**config.mk**
```make
export PLATFORM = sky130hd
export DESIGN_NAME = uart64_link
export DESIGN_NICKNAME = d
export VERILOG_FILES = /design/src/rtl/uart64_pkg.sv /design/src/rtl/uart_byte_rx.sv /design/src/rtl/uart64_link.sv
export SDC_FILE = /design/constraint.sdc
export NUM_CORES = 1
export LEC_CHECK = 0
export CAP_MARGIN = 20
export CORE_ASPECT_RATIO = 1.25
export CORE_MARGIN = 1.5
export CORE_UTILIZATION = 41
export DETAILED_ROUTE_END_ITERATION = 7
export GPL_TIMING_DRIVEN = 0
export PLACE_DENSITY = 0.66
export SETUP_SLACK_MARGIN = 0.5
export SYNTH_ARGS = -nofsm -noshare
export SYNTH_HDL_FRONTEND = slang
export SYNTH_SLANG_ARGS = --single-unit
```
**constraint.sdc**
```tcl
create_clock -name clk -period 2.27 [get_ports clk]
set_input_delay 0.227 -clock clk [delete_from_list [all_inputs] [get_ports clk]]
set_output_delay 0.227 -clock clk [all_outputs]
set_load 0.02 [all_outputs]
```
**src/rtl/uart64_pkg.sv**
```systemverilog
// uart64_pkg: shared constants and FSM state types for the 64-bit UART word link.
package uart64_pkg;
    localparam int BYTES_PER_WORD = 8;
    localparam int BITS_PER_FRAME = 10;
    localparam int DATA_BITS = BITS_PER_FRAME - 2;
    localparam int TIMEOUT_BITS = 20;

    typedef enum logic [1:0] {TX_IDLE, TX_START, TX_DATA, TX_STOP} tx_state_e;
    typedef enum logic [1:0] {RX_IDLE, RX_START, RX_DATA, RX_STOP} rx_state_e;
endpackage

```
**src/rtl/uart_byte_rx.sv**
```systemverilog
// uart_byte_rx: 2-flop synchronised 8N1 receiver; re-checks the start bit at half a
// bit and samples data and stop bits mid-bit, flagging a good byte or a framing error.
module uart_byte_rx
    import uart64_pkg::*;
#(
    parameter int CLK_GOAL = 434
) (
    input  logic       clk,
    input  logic       rst_n,
    input  logic       rxd,
    output logic [7:0] byte_out,
    output logic       byte_valid,
    output logic       frame_err,
    output logic       rx_idle
);
    localparam int CW = $clog2(CLK_GOAL + 1);
    localparam logic [CW-1:0] FULL = CW'(CLK_GOAL - 1);
    localparam logic [CW-1:0] HALF = CW'(CLK_GOAL / 2 - 1);

    rx_state_e     state_q, state_d;
    logic [2:0]    sync_q, sync_d;
    logic [CW-1:0] cnt_q, cnt_d;
    logic [2:0]    bit_q, bit_d;
    logic [7:0]    shift_q, shift_d;
    logic          s, tick;

    // sync_q[1] is the synchronised line, sync_q[2] its previous value for edge detection
    assign s = sync_q[1];
    assign tick = cnt_q == (state_q == RX_START ? HALF : FULL);
    assign byte_out = shift_q;
    assign byte_valid = state_q == RX_STOP && tick && s;
    assign frame_err = state_q == RX_STOP && tick && !s;
    assign rx_idle = state_q == RX_IDLE;

    always_comb begin
        sync_d = {sync_q[1:0], rxd};
        state_d = state_q;
        cnt_d = tick ? '0 : cnt_q + 1'b1;
        bit_d = bit_q;
        shift_d = shift_q;
        case (state_q)
            RX_IDLE: begin
                cnt_d = '0;
                if (sync_q[2] && !s) state_d = RX_START;
            end
            RX_START: if (tick) state_d = s ? RX_IDLE : RX_DATA;
            RX_DATA: if (tick) begin
                shift_d = {s, shift_q[7:1]};
                bit_d = bit_q + 1'b1;
                if (bit_q == 3'(DATA_BITS - 1)) state_d = RX_STOP;
            end
            RX_STOP: if (tick) state_d = RX_IDLE;
        endcase
    end

    always_ff @(posedge clk or negedge rst_n) begin
        if (!rst_n) begin
            state_q <= RX_IDLE;
            sync_q <= '1;
            cnt_q <= '0;
            bit_q <= '0;
            shift_q <= '0;
        end else begin
            state_q <= state_d;
            sync_q <= sync_d;
            cnt_q <= cnt_d;
            bit_q <= bit_d;
            shift_q <= shift_d;
        end
    end
endmodule

```
**src/rtl/uart64_link.sv**
```systemverilog
// uart64_link: full-duplex UART link moving 64-bit words as 8 back-to-back 8N1 frames.
// UART64_AUTO_RESEND_EN: any change on data_in_64 also starts (or queues) a transmission.
module uart64_link
    import uart64_pkg::*;
#(
    parameter int CLK_F = 50_000_000,
    parameter int UART_BPS = 115200,
    parameter int CLK_GOAL = CLK_F / UART_BPS
) (
    input  logic        clk,
    input  logic        rst_n,
    input  logic [63:0] data_in_64,
    input  logic        manual_start,
    input  logic        uart_rxd,
    output logic        uart_txd,
    output logic [63:0] data_out_64,
    output logic        data_out_done
);
    localparam int CW = $clog2(CLK_GOAL + 1);
    localparam logic [CW-1:0] FULL = CW'(CLK_GOAL - 1);
    localparam int TOUT = TIMEOUT_BITS * CLK_GOAL;
    localparam int TW = $clog2(TOUT + 2);

    tx_state_e     tx_state_q, tx_state_d;
    logic [CW-1:0] tx_cnt_q, tx_cnt_d;
    logic [2:0]    tx_bit_q, tx_bit_d, tx_byte_q, tx_byte_d;
    logic [63:0]   tx_shift_q, tx_shift_d;
    logic          txd_q, txd_d, start_q, go, tx_tick;

`ifdef UART64_AUTO_RESEND_EN
    logic [63:0] last_q;
    logic        pend_q, pend_d, changed;
    assign changed = data_in_64 != last_q;
    assign go = (manual_start && !start_q) || changed || pend_q;
    assign pend_d = tx_state_q != TX_IDLE && (pend_q || changed);
    always_ff @(posedge clk or negedge rst_n) begin
        if (!rst_n) begin
            last_q <= '0;
            pend_q <= 1'b0;
        end else begin
            last_q <= data_in_64;
            pend_q <= pend_d;
        end
    end
`else
    assign go = manual_start && !start_q;
`endif

    assign tx_tick = tx_cnt_q == FULL;

    // Shadow register shifts right one bit per data bit, so each byte arrives at [7:0] in turn
    always_comb begin
        tx_state_d = tx_state_q;
        tx_cnt_d = tx_tick ? '0 : tx_cnt_q + 1'b1;
        tx_bit_d = tx_bit_q;
        tx_byte_d = tx_byte_q;
        tx_shift_d = tx_shift_q;
        txd_d = txd_q;
        case (tx_state_q)
            TX_IDLE: begin
                tx_cnt_d = '0;
                tx_byte_d = '0;
                if (go) begin
                    tx_shift_d = data_in_64;
                    tx_state_d = TX_START;
                    txd_d = 1'b0;
                end
            end
            TX_START: if (tx_tick) begin
                tx_state_d = TX_DATA;
                txd_d = tx_shift_q[0];
            end
            TX_DATA: if (tx_tick) begin
                tx_shift_d = tx_shift_q >> 1;
                tx_bit_d = tx_bit_q + 1'b1;
                txd_d = tx_bit_q == 3'(DATA_BITS - 1) ? 1'b1 : tx_shift_q[1];
                if (tx_bit_q == 3'(DATA_BITS - 1)) tx_state_d = TX_STOP;
            end
            TX_STOP: if (tx_tick) begin
                tx_byte_d = tx_byte_q + 1'b1;
                tx_state_d = tx_byte_q == 3'(BYTES_PER_WORD - 1) ? TX_IDLE : TX_START;
                txd_d = tx_byte_q == 3'(BYTES_PER_WORD - 1);
            end
        endcase
    end

    always_ff @(posedge clk or negedge rst_n) begin
        if (!rst_n) begin
            tx_state_q <= TX_IDLE;
            tx_cnt_q <= '0;
            tx_bit_q <= '0;
            tx_byte_q <= '0;
            tx_shift_q <= '0;
            txd_q <= 1'b1;
            start_q <= 1'b0;
        end else begin
            tx_state_q <= tx_state_d;
            tx_cnt_q <= tx_cnt_d;
            tx_bit_q <= tx_bit_d;
            tx_byte_q <= tx_byte_d;
            tx_shift_q <= tx_shift_d;
            txd_q <= txd_d;
            start_q <= manual_start;
        end
    end

    logic [7:0]    rx_byte;
    logic          rx_valid, rx_err, rx_idle;
    logic [2:0]    rx_cnt_q, rx_cnt_d;
    logic [63:0]   rx_word_q, rx_word_d, data_out_q, data_out_d;
    logic          done_q, done_d;
    logic [TW-1:0] to_q, to_d;

    uart_byte_rx #(.CLK_GOAL(CLK_GOAL)) u_rx (
        .clk(clk),
        .rst_n(rst_n),
        .rxd(uart_rxd),
        .byte_out(rx_byte),
        .byte_valid(rx_valid),
        .frame_err(rx_err),
        .rx_idle(rx_idle)
    );

    // A stalled partial word is abandoned once the line idles past the timeout
    always_comb begin
        rx_word_d = rx_word_q;
        data_out_d = data_out_q;
        done_d = 1'b0;
        rx_cnt_d = rx_cnt_q;
        to_d = rx_idle && rx_cnt_q != '0 ? to_q + 1'b1 : '0;
        if (to_q > TW'(TOUT)) begin
            rx_cnt_d = '0;
            to_d = '0;
        end
        if (rx_err) rx_cnt_d = '0;
        if (rx_valid) begin
            rx_word_d[{rx_cnt_q, 3'b000} +: 8] = rx_byte;
            rx_cnt_d = rx_cnt_q + 1'b1;
            if (rx_cnt_q == 3'(BYTES_PER_WORD - 1)) begin
                data_out_d = rx_word_d;
                done_d = 1'b1;
            end
        end
    end

    always_ff @(posedge clk or negedge rst_n) begin
        if (!rst_n) begin
            rx_cnt_q <= '0;
            rx_word_q <= '0;
            data_out_q <= '0;
            done_q <= 1'b0;
            to_q <= '0;
        end else begin
            rx_cnt_q <= rx_cnt_d;
            rx_word_q <= rx_word_d;
            data_out_q <= data_out_d;
            done_q <= done_d;
            to_q <= to_d;
        end
    end

    assign uart_txd = txd_q;
    assign data_out_64 = data_out_q;
    assign data_out_done = done_q;
endmodule

```
==> flow_summary.json, run 1 <==
{
  "crit_fanout": 8,
  "synth_top_cell_area_share_pct": 52.6,
  "cp_cell_sequence": "inv_2 -> ha_4 -> ha_4 -> buf_8 -> or4b_4 -> buf_6 -> inv_4 -> nand3_4 -> mux2_4",
  "num_vias": 8958,
  "cap_violations": 0,
  "die_w_um": 155,
  "ys_types": 57,
  "synthFlopType": "dfrtp_1",
  "clkPwrFrac_pct": 45.3,
  "cpLargestDelayFamily": "simple AND/OR/NAND/NOR gates",
  "start_util_pct": 41.7,
  "rsz0062_at_grt": "yes",
  "cp_num_buf_inv": 4,
  "synth_adder_area_share_pct": 2.32,
  "ant_nets": 0,
  "grt_pass1_wl_mm": 47.1,
  "endpoint_kind": "flip-flop",
  "synth-simple-area-share_pct": 12.0,
  "drive_above_1_share_pct": 40.3,
  "gp_congestion": 0.795,
  "htree_levels": 1,
  "outcome": "finished clean",
  "cts_buffer_depth": 3,
  "synth_top_family_by_area": "multiplexers",
  "synth_commonest_cells": "dfrtp_1, mux2_2, nand2_1, o21ai_0, nor2_1",
  "drc": 0,
  "drt_pre_antenna_iters": 6,
  "clkTransAtPathRegs_ns": 0.06,
  "p_int_mw": 7.70,
  "io_pins": 134,
  "rows": 69,
  "synth.largest_area_cell": "dfrtp_1",
  "area_growth_syn_to_layout_pct": 49.3,
  "critPathArrivalTime_ns": 2.70,
  "antenna_found_initial": 0,
  "overflow": 0,
  "yosys_warnings": 0,
  "clock_latency_ns": 0.54,
  "synthesis.instances": 1074,
  "diodes": 0,
  "leakagePower_nw": 8.02,
  "netSwitchingFraction_pct": 22.2,
  "power_frac_seq_pct": 48.0,
  "p_sw_mw": 2.20,
  "die_area_um2": 30000,
  "cp_slowest_cell": "or4b_4",
  "timing.slew.headroom_pct": 57.6,
  "finalCritPeriodShare_pct": 100,
  "drv_slew": 0,
  "final_cell_area_um2": 17800,
  "cts_root_buf": "clkbuf_16",
  "synth.area.mux_share_pct": 18.4,
  "synth_most_common_cell": "dfrtp_1",
  "cp-start-kind": "flip-flop",
  "synth_nets": 1164,
  "avgViaCountPerCell": 5.18,
  "pre_cts_slack_ns": -0.373,
  "synth-compound-area-share_pct": 8.25,
  "cts_tree": "built",
  "place_area_um2": 14200,
  "io_buffers": 133,
  "wire_per_inst_um": 17.9,
  "max_clock_freq_ghz": 0.441,
  "final.setup.worst_slack_ns": 0.000489,
  "grt_pass1_vias": 8986,
  "crit_top_cell": "ha_4",
  "yosysSeqAreaShare_pct": 53.5,
  "power_density_nw_per_um2": 558,
  "hp-class": "in2reg",
  "synthXorXnorAreaFrac_pct": 2.06,
  "slowest_delay_ns": 0.51,
  "nets": 1444,
  "power.total_mw": 9.90,
  "synth_edf_count": 0,
  "ys_ff_latch": 254,
  "p_comb_share_pct": 6.7,
  "critPathKind": "reg2reg",
  "async_flop_share_pct": 100,
  "tightest_slew_ns": 0.636,
  "period_minus_slack_ns": 2.27,
  "totalWireLength_mm": 30.9,
  "drt-initial-drc-count": 334,
  "setup_viol": 0,
  "synth_area_per_cell_um2": 11.1,
  "fin_worst_skew_ns": 0.0213,
  "core_area_um2": 28500,
  "dieHeight_um": 193,
  "syn_area_um2": 11900,
  "cts_buffers": 27,
  "hold_viol": 0,
  "grtUsageTotal_pct": 19.2,
  "worstPathRequired_ns": 2.70,
  "grt_max_degree": 116,
  "netlist_top_cells_area": "dfrtp_1, mux2_2, o21ai_0",
  "fin_util_pct": 62.3,
  "peakVddDrop_mv": 0.494,
  "cts_num_sinks": 254,
  "hpwl_mm": 18.4
}
per-layer routing:
metal / GRT usage (%) / vias to the layer above / share of wire, % / routed length, um
met5: 0 / - / 0 / 0
li1: - / 4258 / - / -
met1: 23.5 / 4414 / 40 / 12300
met2: 33.6 / 216 / 51 / 15700
met3: 3.88 / 70 / 5.4 / 1680
met4: 6.17 / 0 / 4.0 / 1240
kinds of logic after synthesis:
kind of cell	after synthesis
AND/OR/NAND/NOR	308
flip-flops	254
multiplexers	198
AO/OA/AOI/OAI	176
buffers and inverters	88
XOR/XNOR	28
adder cells (fa/ha/maj)	22
metrics by stage:
step	std cells	hold WS, ns	setup TNS, ns
5_1_grt	1729	0.114	-0.397
3_5_place_dp	1564	0.137	-17.20
6_report	1729	0.122	0
4_1_cts	1681	0.101	0
3_3_place_gp	1562	0.348	-2530.35
2_1_floorplan	1074	-0.0686	-0.00921
worst register-to-register path, stage by stage (launching register included):
cell and delay (ns):
dfrtp_2 0.44, inv_2 0.10, ha_4 0.14, ha_4 0.19
buf_8 0.12, or4b_4 0.51, buf_6 0.15, inv_4 0.05
nand3_4 0.13, mux2_4 0.34
cell usage in the layout (no fill, tap or decap), drive strengths merged, types with 2 or more instances in the layout:
master and instances:
o21a 2, clkbuf 67, mux2i 32, clkdlybuf4s50 104, ha 22, a21boi 2, a22o 4, nor4 2
or2 3, and3 9, bufinv 3, nand2b 10, o2111a 2, inv 29, a21oi 35, o2111ai 7
o21ai 112, nand4 3, xor2 14, and2 19, and3b 5, o31ai 2, a211oi 2, dlymetal6s2s 28
nor2 78, nor3b 2, buf 148, dfrtp 250, nand3 27, mux2 166, nor3 2, clkinv 7
dfstp 4, nand2 141, xnor2 14
registers in the layout (all words and copies together), names as in the netlist, 2 cells and up, named ones only:
name,cells
u_rx.cnt_q,9
tx_state_q,2
tx_cnt_q,9
u_rx.bit_q,3
tx_byte_q,3
to_q,14
rx_cnt_q,3
u_rx.byte_out,8
tx_bit_q,3
rx_word_q,64
u_rx.sync_q,3
data_out_64,64
tx_shift_q,64
power by group through the flow:
stage | sequential (mW) | combinational [mW] | clock [mW]
detailed placement | 4.84 | 0.520 | 0
floorplan | 4.81 | 0.268 | 0
finish | 4.75 | 0.663 | 4.48
global placement | 4.84 | 0.495 | 0
CTS | 4.74 | 0.647 | 4.58
global route | 4.77 | 0.729 | 4.74
what timing repair did:
action	CTS	global route
resized for setup	163	316
pin swaps	40	76
buffers inserted	55	41
endpoints found under the hold margin	38	0
hold buffers	1	0
cloned	12	7
endpoints found under the setup margin	248	271
final timing paths:
check,startpoint,endpoint,slack (ns),cells after the start
setup / recovery,rx_cnt_q[1],rx_word_q[6],0.0005,9
hold / removal,uart_rxd,u_rx.sync_q[0],0.12,1
setup reg to reg,rx_cnt_q[1],rx_word_q[6],0.0005,9
hold reg to reg,u_rx.sync_q[0],u_rx.sync_q[1],0.36,0
max in group asynchronous,rst_n,rx_cnt_q[0],1.17,3
min in group asynchronous,rst_n,tx_shift_q[18],0.16,2
layout make-up:
type	count	area (um2)
tap	355	444
buffer	60	699
timing repair buffer	251	2890
sequential	254	6370
clock inverter	11	134
multi-input combinational	732	6350
fill	2154	10700
inverter	28	110
clock buffer	38	757
Note: power is estimated with default switching activity, not from simulation.
==> run 2: changes to the inputs <==
--- a/config.mk
+++ b/config.mk
@@ -5,14 +5,16 @@
 export SDC_FILE = /design/constraint.sdc
 export NUM_CORES = 1
 export LEC_CHECK = 0
+export ABC_CLOCK_PERIOD_IN_PS = 2270
 export CAP_MARGIN = 20
 export CORE_ASPECT_RATIO = 1.25
-export CORE_MARGIN = 1.5
+export CORE_MARGIN = 2
 export CORE_UTILIZATION = 41
 export DETAILED_ROUTE_END_ITERATION = 7
 export GPL_TIMING_DRIVEN = 0
 export PLACE_DENSITY = 0.66
 export SETUP_SLACK_MARGIN = 0.5
+export SLEW_MARGIN = 25
 export SYNTH_ARGS = -nofsm -noshare
 export SYNTH_HDL_FRONTEND = slang
 export SYNTH_SLANG_ARGS = --single-unit
==> run 2 against run 1 <==
  * The run now ends with setup timing left
  * Sequential share of layout area grew 0.54 points
  * Wire length shrank 2.2%
  * Utilization shrank 0.94 points
  * Sequential cell count is the same
  * Fmax shrank 0.18%
  * Design area shrank 1.5%
  * Critical path depth is the same
  * Clock power shrank 4.7%
  * Clock skew shrank 0.0088 ns
  * Largest power group unchanged
  * Register-to-register slack is essentially flat
  * Final cell count shrank 0.46%
  * Largest cell class unchanged
==> flow_summary.json, run 2 (synthesized netlist as in run 1, its figures left out) <==
{
  "layout_common_cells": "dfrtp_1, clkdlybuf4s50_1, nand2_1",
  "htree_levels": 1,
  "drc": 0,
  "min_from": "uart_rxd",
  "cts_buffers": 27,
  "finalCritPeriodShare_pct": 100,
  "power_density_nw_per_um2": 553,
  "antenna_found_initial": 0,
  "avgViaCountPerCell": 5.21,
  "totalWireLength_mm": 30.2,
  "die_w_um": 156,
  "final.setup.worst_slack_ns": -0.00355,
  "cts_root_buf": "clkbuf_16",
  "wire_per_inst_um": 17.5,
  "whs_path_depth": 1,
  "crit_fanout": 8,
  "hp-class": "in2reg",
  "tightest_slew_ns": 0.696,
  "nets": 1436,
  "ant_nets": 0,
  "clock_latency_ns": 0.53,
  "final_cells": 1721,
  "outcome": "finished, violations left",
  "area_growth_syn_to_layout_pct": 47.1,
  "critPathArrivalTime_ns": 2.70,
  "peakVddDrop_mv": 0.435,
  "rows": 69,
  "hold_viol": 0,
  "holdPathEnd": "u_rx.sync_q[0]",
  "clkTransAtPathRegs_ns": 0.06,
  "setup-tns-final_ns": -0.00355,
  "fin_worst_skew_ns": 0.0124,
  "final_common_cell": "dfrtp_1",
  "io_pins": 134,
  "grtUsageTotal_pct": 18.8,
  "io_buffers": 133,
  "grt_pass1_wl_mm": 46.9,
  "cts_tree": "built",
  "drv_slew": 0,
  "cap_violations": 0,
  "rsz0062_at_grt": "yes",
  "core_area_um2": 28500,
  "r2r_slack_ns": -0.004,
  "grt_max_degree": 86,
  "drt_pre_antenna_iters": 4,
  "worstPathRequired_ns": 2.69,
  "leakagePower_nw": 7.68,
  "start_util_pct": 41.7,
  "diodes": 0,
  "reg2reg_to": "rx_word_q[0]",
  "r2r-start": "rx_cnt_q[1]",
  "endpoint_kind": "flip-flop",
  "drt-initial-drc-count": 372,
  "place_inst": 1565,
  "setup_viol": 1,
  "max_clock_freq_ghz": 0.440,
  "dieHeight_um": 194,
  "worst_r2r_path_depth": 9,
  "grt_pass1_vias": 9106,
  "cts_buffer_depth": 3,
  "cp-start-kind": "flip-flop",
  "drive_above_1_share_pct": 39.1,
  "overflow": 0,
  "die_area_um2": 30400,
  "period_minus_slack_ns": 2.27,
  "gp_congestion": 0.774,
  "critPathKind": "reg2reg",
  "violations": "setup timing",
  "cts_num_sinks": 254,
  "num_vias": 8958,
  "hpwl_mm": 18.6,
  "timing.slew.headroom_pct": 53.6
}
run 2: changes by cell type in the layout (fill, tap and decap cells not counted), sizes merged, moves of 2 or more:
cell,previous run,this run
buf,148,125
bufinv,3,1
clkbuf,67,83
dlymetal6s2s,28,11
clkdlybuf4s50,104,121
run 2: worst max path at each step:
stage	slack, ns	end	startpoint	depth (start not counted)
after floorplan	-0.009	rx_word_q[0]	rx_cnt_q[0]	9
after global routing	-0.04	rx_word_q[0]	rx_cnt_q[1]	9
after detailed placement	-0.28	data_out_64[19]	rx_cnt_q[1]	9
after global placement	-11.07	rx_cnt_q[0]	rst_n	1
final	-0.004	rx_word_q[0]	rx_cnt_q[1]	9
after CTS	0.01	rx_word_q[0]	rx_cnt_q[1]	9
run 2: metrics by stage:
step | cell area [um2] | util, % | setup slack [ns] | hold slack (ns) | power (mW)
floorplan | 12300 | - | -0.00921 | -0.0686 | 5.08
finish | 17500 | 61.4 | -0.00355 | 0.100 | 9.66
CTS | 16400 | 57.6 | 0.0117 | 0.0891 | 9.76
detailed placement | 14200 | 49.9 | -0.276 | 0.136 | 5.36
global route | 17500 | 61.4 | -0.0389 | 0.114 | 10.0
global placement | 14100 | 49.5 | -11.07 | 0.348 | 5.34
run 2: critical path, stage by stage, from the launching register on:
cell	delay, ns
dfrtp_2	0.43
inv_2	0.09
ha_4	0.13
ha_4	0.20
buf_8	0.13
or4b_4	0.54
buf_6	0.14
inv_4	0.04
nand3_4	0.13
mux2_4	0.34
run 2: per-layer routing:
metal	wire, um	share of wire (%)	GRT usage, %
met4	851	2.8	4.52
met2	15500	51	33.3
met5	0	0	0
met3	1610	5.3	4.28
met1	12300	41	23.3
run 2: cell type report:
class / instances / area, um2
fillers: 2214 / 11000
flip-flops and latches: 254 / 6370
multi-input cells: 733 / 6200
repair buffers: 242 / 2800
clock buffers: 40 / 774
plain buffers: 60 / 711
well taps: 355 / 444
inverters: 28 / 110
clock inverters: 9 / 76.3
run 2: power by group:
| part | internal, mW | total, mW | leakage [nW] | switching [mW] |
|---|---|---|---|---|
| sequential | 4.65 | 4.73 | 3.34 | 0.0800 |
| clock | 2.47 | 4.27 | 0.420 | 1.81 |
| combinational | 0.387 | 0.659 | 3.91 | 0.272 |
| total | 7.51 | 9.66 | 7.68 | 2.16 |
run 2: repair_timing:
action	CTS	global route
gates resized for setup	153	255
pin swaps	25	58
hold buffers	1	0
buffers inserted	60	24
cloned	15	7
setup endpoints to repair	252	277
hold endpoints to repair	112	0
==> run 3: changes to the inputs <==
--- a/config.mk
+++ b/config.mk
@@ -12,8 +12,9 @@
 export CORE_UTILIZATION = 41
 export DETAILED_ROUTE_END_ITERATION = 7
 export GPL_TIMING_DRIVEN = 0
-export PLACE_DENSITY = 0.66
+export PLACE_DENSITY = 0.67
 export SETUP_SLACK_MARGIN = 0.5
+export SKIP_LAST_GASP = 1
 export SLEW_MARGIN = 25
 export SYNTH_ARGS = -nofsm -noshare
 export SYNTH_HDL_FRONTEND = slang
==> run 3 against run 2 <==
  * The flow now finishes without violations
  * Highest routed layer unchanged
  * Global-route usage increased by 0.94 points
  * Combinational power increased by 5.3%
  * Critical path type unchanged
  * Total power increased by 4.3%
==> flow_summary.json, run 3 (synthesized netlist as in run 1, its figures left out) <==
{
  "outcome": "finished clean",
  "max_clock_freq_ghz": 0.447,
  "overflow": 0,
  "leakagePower_nw": 7.28,
  "avgViaCountPerCell": 5.18,
  "start_util_pct": 41.7,
  "slowest_delay_ns": 0.51,
  "worstPathRequired_ns": 2.69,
  "crit_top_cell": "ha_4",
  "drc": 0,
  "core_area_um2": 28500,
  "grt_pass1_wl_mm": 48.9,
  "ant_nets": 0,
  "io_buffers": 133,
  "crit_fanout": 8,
  "tightest_slew_ns": 0.737,
  "nets": 1413,
  "cpLargestDelayFamily": "simple AND/OR/NAND/NOR gates",
  "peakVddDrop_mv": 0.448,
  "grtUsageTotal_pct": 19.8,
  "clock_latency_ns": 0.54,
  "final.setup.worst_slack_ns": 0.0316,
  "cts_buffers": 27,
  "critPathArrivalTime_ns": 2.66,
  "cts_buffer_depth": 3,
  "timing.slew.headroom_pct": 50.8,
  "die_area_um2": 30400,
  "rsz0062_at_grt": "yes",
  "cts_root_buf": "clkbuf_16",
  "seqCellArea_um2": 6360,
  "drv_slew": 0,
  "cts_tree": "built",
  "finalCritPeriodShare_pct": 98.6,
  "dieHeight_um": 194,
  "gp_congestion": 0.807,
  "final_common_cell": "dfrtp_1",
  "htree_levels": 1,
  "multi_input_area_um2": 5910,
  "cp_num_buf_inv": 4,
  "cp_slowest_cell": "or4b_4",
  "pre_cts_slack_ns": -0.296,
  "hpwl_mm": 18.4,
  "cp_cell_sequence": "inv_2 -> ha_4 -> ha_4 -> buf_8 -> or4b_4 -> buf_6 -> inv_4 -> nand3_4 -> mux2_4",
  "setup_viol": 0,
  "cts_num_sinks": 254,
  "antenna_found_initial": 0,
  "fin_worst_skew_ns": 0.00995,
  "hold_ws_ns": 0.0883,
  "grt_pass1_vias": 9337,
  "grt_max_degree": 93,
  "drive_above_1_share_pct": 34.9,
  "power_density_nw_per_um2": 597,
  "fin_util_pct": 59.3,
  "cp-start-kind": "flip-flop",
  "wire_per_inst_um": 17.6,
  "drt_pre_antenna_iters": 4,
  "period_minus_slack_ns": 2.24,
  "area_growth_syn_to_layout_pct": 42.1,
  "hp-class": "in2async",
  "critPathKind": "reg2reg",
  "diodes": 0,
  "nFillCells": 2275,
  "drt-initial-drc-count": 369,
  "io_pins": 134,
  "endpoint_kind": "flip-flop",
  "hold_viol": 0,
  "num_vias": 8809,
  "layout_common_cells": "dfrtp_1, clkdlybuf4s50_1, nand2_1",
  "rows": 69,
  "totalWireLength_mm": 29.8,
  "die_w_um": 156,
  "clkTransAtPathRegs_ns": 0.07,
  "cap_violations": 0
}
-- run 3: repair_timing --
item                                    in CTS  in global routing
pin swaps                                   15                 39
cloned                                      17                  1
hold buffers                                 1                  0
hold endpoints to repair                   177                  0
endpoints found under the setup margin     249                281
gates resized for setup                    147                136
setup buffers                               54                 11
-- run 3: final timing paths --
check	start	end	slack [ns]	cells after the start
worst max-delay path	rx_cnt_q[1]	rx_word_q[0]	0.03	9
worst min-delay path	rst_n	tx_shift_q[32]	0.09	2
worst max register to register	rx_cnt_q[1]	rx_word_q[0]	0.03	9
worst min register to register	u_rx.sync_q[0]	u_rx.sync_q[1]	0.36	0
max in group asynchronous	rst_n	rx_word_q[63]	1.17	4
min in group clk	uart_rxd	u_rx.sync_q[0]	0.11	1
-- run 3: cell type report --
| cell class | count | area share (%) |
|---|---|---|
| sequential | 254 | 37.7 |
| multi-input combinational | 733 | 35.0 |
| timing repair buffer | 219 | 14.5 |
| clock buffer | 36 | 4.44 |
| buffer | 60 | 3.99 |
| tap | 355 | 2.63 |
| clock inverter | 14 | 1.04 |
| inverter | 28 | 0.652 |
-- run 3: metrics by stage --
stage | power, mW | TNS, ns | std cells | cell area (um2)
after floorplan | 5.08 | -0.00921 | 1074 | 12300
after global placement | 5.34 | -2537.36 | 1562 | 14100
after detailed placement | 5.37 | -16.76 | 1565 | 14200
after CTS | 10.1 | 0 | 1687 | 16400
after global routing | 10.4 | -0.429 | 1699 | 16900
final | 10.1 | 0 | 1699 | 16900
-- run 3: power by group --
| part | internal, mW | leakage (nW) | switching [mW] |
|---|---|---|---|
| Clock | 2.77 | 0.460 | 1.86 |
| Combinational | 0.406 | 3.47 | 0.288 |
| Sequential | 4.65 | 3.34 | 0.0935 |
-- run 3: routing by layer --
| metal | track usage [%] | vias to the layer above | part of all wire (%) |
|---|---|---|---|
| met2 | 34.2 | 193 | 51 |
| met3 | 4.37 | 61 | 5.3 |
| met1 | 24.1 | 4358 | 41 |
| met4 | 7.37 | 0 | 3.1 |
| li1 | - | 4197 | - |
| met5 | 0 | - | 0 |
